`src/rtl/oam_dma_arbiter.sv`:
```
// Sprite DMA ($4014) bus arbiter: passes CPU cycles through when idle and
// halts the CPU while 256 bytes of page N are copied to the OAM data port.
//
// state | meaning
// ------+-------------------------------------------------------------
// IDLE  | CPU owns the bus, rdy high, watching for a write to trigger
// HALT  | CPU halted; this cycle still drives the CPU's (dummy) access
// ALIGN | extra read cycle so the first DMA read lands on a get cycle
// READ  | read {page,index}, capture byte into latch
// WRITE | write latch to OAM data port, advance index or finish
module oam_dma_arbiter #(
  parameter logic [15:0] TRIGGER_ADDRESS  = 16'h4014,
  parameter logic [15:0] OAM_DATA_ADDRESS = 16'h2004
) (
  input  logic        i_clk,
  input  logic        i_reset,
  input  logic        i_cpu_rw,
  input  logic [15:0] i_cpu_address,
  input  logic [7:0]  i_cpu_data,
  output logic [7:0]  o_cpu_data,
  output logic        o_cpu_rdy,
  output logic        o_rw,
  output logic [15:0] o_address,
  output logic [7:0]  o_data,
  input  logic [7:0]  i_data,
  output logic        o_dma_active
);

  typedef enum logic [2:0] {
    S_IDLE  = 3'd0,
    S_HALT  = 3'd1,
    S_ALIGN = 3'd2,
    S_READ  = 3'd3,
    S_WRITE = 3'd4
  } state_t;

  state_t     state, state_nxt;
  logic [7:0] page;
  logic [7:0] index;
  logic [7:0] latch;
  logic       parity;
  logic       trigger;

  assign trigger = !i_cpu_rw && (i_cpu_address == TRIGGER_ADDRESS);

  always_ff @(posedge i_clk) begin
    if (i_reset) begin
      state  <= S_IDLE;
      page   <= 8'h00;
      index  <= 8'h00;
      latch  <= 8'h00;
      parity <= 1'b0;
    end else begin
      state  <= state_nxt;
      parity <= ~parity;
      case (state)
        S_IDLE: begin
          if (trigger) begin
            page  <= i_cpu_data;
            index <= 8'h00;
          end
        end
        S_READ:  latch <= i_data;
        S_WRITE: begin
          if (index != 8'hFF) index <= index + 8'd1;
        end
        default: ;
      endcase
    end
  end

  always_comb begin
    state_nxt = state;
    o_rw      = i_cpu_rw;
    o_address = i_cpu_address;
    o_data    = i_cpu_data;
    case (state)
      S_IDLE: begin
        if (trigger) state_nxt = S_HALT;
      end
      // parity high here means the following cycle is a get cycle
      S_HALT: state_nxt = parity ? S_READ : S_ALIGN;
      S_ALIGN: begin
        o_rw      = 1'b1;
        state_nxt = S_READ;
      end
      S_READ: begin
        o_rw      = 1'b1;
        o_address = {page, index};
        o_data    = latch;
        state_nxt = S_WRITE;
      end
      S_WRITE: begin
        o_rw      = 1'b0;
        o_address = OAM_DATA_ADDRESS;
        o_data    = latch;
        state_nxt = (index == 8'hFF) ? S_IDLE : S_READ;
      end
      default: state_nxt = S_IDLE;
    endcase
  end

  assign o_cpu_data   = i_data;
  assign o_cpu_rdy    = (state == S_IDLE);
  assign o_dma_active = (state != S_IDLE);

endmodule
```
`config.mk`:
```
export PLATFORM = sky130hd
export DESIGN_NAME = oam_dma_arbiter
export DESIGN_NICKNAME = d
export VERILOG_FILES = /design/src/rtl/oam_dma_arbiter.sv
export SDC_FILE = /design/constraint.sdc
export NUM_CORES = 1
export LEC_CHECK = 0
export CAP_MARGIN = 20
export CORE_ASPECT_RATIO = 0.9
export CORE_MARGIN = 5
export CORE_UTILIZATION = 45
export DETAILED_ROUTE_END_ITERATION = 6
export PLACE_DENSITY = 0.84
export SLEW_MARGIN = 40
export SYNTH_ARGS = -nofsm -noshare
export SYNTH_HDL_FRONTEND = slang
export SYNTH_SLANG_ARGS = --single-unit
```
`constraint.sdc`:
```
create_clock -name i_clk -period 5.5 [get_ports i_clk]
set_input_delay 1.375 -clock i_clk [delete_from_list [all_inputs] [get_ports i_clk]]
set_output_delay 1.375 -clock i_clk [all_outputs]
set_load 0.02 [all_outputs]
```
==> results.cfg <==
[global_routing]
grt_pass1_wl_um = 8080
grt_max_degree = 31
globalRouteTotalUtil = 0.207
grt_pass1_vias = 1686
grt_overflow = 0
antenna_found_initial = 0

[setup_path]
max_stage_delay_ps = 620
cp-start-kind = input pin
r2r-start = state[0]
setup.worst_path.end_class = output pin
critPathLaunch = i_cpu_rw
critPathMaxFanout = 3
arrival_ps = 2770
critical_path.cell_chain = clkdlybuf4s50_1 -> o21ai_0 -> a21oi_1 -> clkdlybuf4s50_1
path_class = input pin to output pin
crit_top_cell = clkdlybuf4s50_1
slowest_stage = clkdlybuf4s50_1
critPathRequiredTime_ps = 4120

[placed_design]
pre_cts_slack_ps = 1340
hpwlAfterDp_um = 3600
place.port_buffers = 69
gp_congestion = 0.839
dp_cells = 292
placed_area_um2 = 2270

[finish]
diodes = 0
seq_area_um2 = 561
layout-drive-gt1-share = 0.0754
fin_area_um2 = 2340
n_fill_cell = 300
multiInputGateArea_um2 = 945
fin_cells = 296
nets = 289
fin_util = 0.679
area_growth_syn_to_layout_pct = 41.9

[sta]
report.final.slew_viol_count = 0
final.setup.tns_ps = 0
worst_hold_slack_ps = 429
setup_violations = 0
clock_skew_ps = 0.893
layout_setup_ws_ps = 1350
worst_pin_slew_ps = 611
fin_crit_sh = 0.754
fin_crit_ps = 4150
slew_headroom = 0.592
hold_viol_final = 0
rsz0062_at_grt = no
max_freq_ghz = 0.241

[synthesis]
synth_edf_count = 0
ys_warn_count = 0
yosysSeqAreaShare = 0.339
ys_types = 42
syn_area_um2 = 1650
synth_top_area_share = 0.339
syn_area_per_cell_um2 = 8.22
yosys-top-cells-count = dfxtp_1 (28), nand2_1 (23), a21oi_1 (19)
synth_area_leader_cell = dfxtp_1
syn_nets = 237
synthFlopType = dfxtp_1
synthTopCellsByArea = dfxtp_1 (34%), a22o_1 (7.4%), a21oi_1 (5.8%)
postSynth.asyncResetShare = 0
ys_seq_elements = 28
synth_cells = 201
synthMostInstantiatedCell = dfxtp_1

[clock_network]
cts_tree = yes
cts.clk_slew.worst_paths_ps = 100
htreeDepth = 1
cts.sink_count = 28
ctsResizeCount = 0
clock_path_buffers = 2
clk_latency_ps = 280
hold_buffers = 0
cts_inserted_buffers = 3
root_buffer = clkbuf_8
post-cts-setup-buffer-count = 0

[drt]
wl_per_cell_um = 16.8
drc = 0
dr.pass1.iters = 4
ant_nets = 0
routed_wl_um = 4990
num_vias = 1719
routed_via_density = 5.81
drt_iter0_drc = 112

[die]
core_um2 = 3450
fp.dieH_um = 67.5
dieArea_um2 = 4980
io_pins = 70
floorplan.rows = 20
chipWidth_um = 73.9
start_util = 0.478

[flow_run]
max_cap_viol_count = 0

[outcome]
outcome = finished clean

[hold_path]
worstHoldStart = parity
hp-class = flip-flop to flip-flop

[power_and_ir_drop]
powerDensity_nw_per_um2 = 218
p_leak_nw = 0.819
p_total_mw = 0.511
power.ir.vdd_worst_v = 0.000129
-- worst max-delay path: cells and delay by family --
family | cells | cell delay, ps
AOI/OAI and AO/OA | 2 | 250
buffers and inverters | 2 | 1150
-- final cells by class --
cell class | count | area share
inverters | 3 | 0.00481
flip-flops and latches | 28 | 0.239
clock buffers | 3 | 0.0176
well taps | 44 | 0.0235
multi-input cells | 146 | 0.403
clock inverters | 1 | 0.0128
repair buffers | 71 | 0.299
-- placed cells by master (no fill, tap or decap), drive strengths merged, types with 2 or more instances in the layout --
master	n
clkdlybuf4s50	68
dfxtp	28
nand2	23
a21oi	19
a22o	14
o21ai	13
nor2	12
nand4	11
mux2	8
o211ai	7
a31oi	4
inv	3
nand3	3
nand3b	3
clkbuf	3
buf	3
o22a	2
nor2b	2
or3	2
and3	2
nand2b	2
o32ai	2
-- flip-flops by register name (all words and copies together) (netlist names) --
| register | count |
|---|---|
| index | 8 |
| parity | 1 |
| latch | 8 |
| state | 3 |
| page | 8 |
-- cells by family (layout without fill, tap and decap cells) --
kind of cell               Yosys count  after routing  share of synthesized area
muxes                                8              8                     0.0545
AOI/OAI and AO/OA                   66             66                      0.272
buffers and inverters               27             78                     0.0886
and+or+nand+nor                     69             69                      0.227
DFF                                 28             28                      0.339
xor gates and xnor gates             2              2                     0.0106
adders and majority gates            1              1                    0.00757
-- power by group --
part / switching [mW] / internal (mW) / total [mW]
clock network: 0.0684 / 0.0976 / 0.166
registers: 0.00643 / 0.206 / 0.212
logic: 0.0624 / 0.0701 / 0.133
total: 0.137 / 0.373 / 0.511
-- routing by layer --
metal | track usage | vias up | part of all wire
met5 | 0 | - | 0
met4 | 0.0271 | 0 | 0.0058
met3 | 0.0685 | 5 | 0.086
met2 | 0.351 | 66 | 0.48
met1 | 0.261 | 803 | 0.43
li1 | - | 845 | -
-- worst paths after layout --
| kind | to | slack, ps | cells after the start |
|---|---|---|---|
| hold / removal | parity | 430 | 1 |
| setup / recovery | o_rw | 1350 | 4 |
| setup reg to reg | index[6] | 3450 | 5 |
| hold reg to reg | parity | 430 | 1 |
Power figures use the tool's default switching activity.
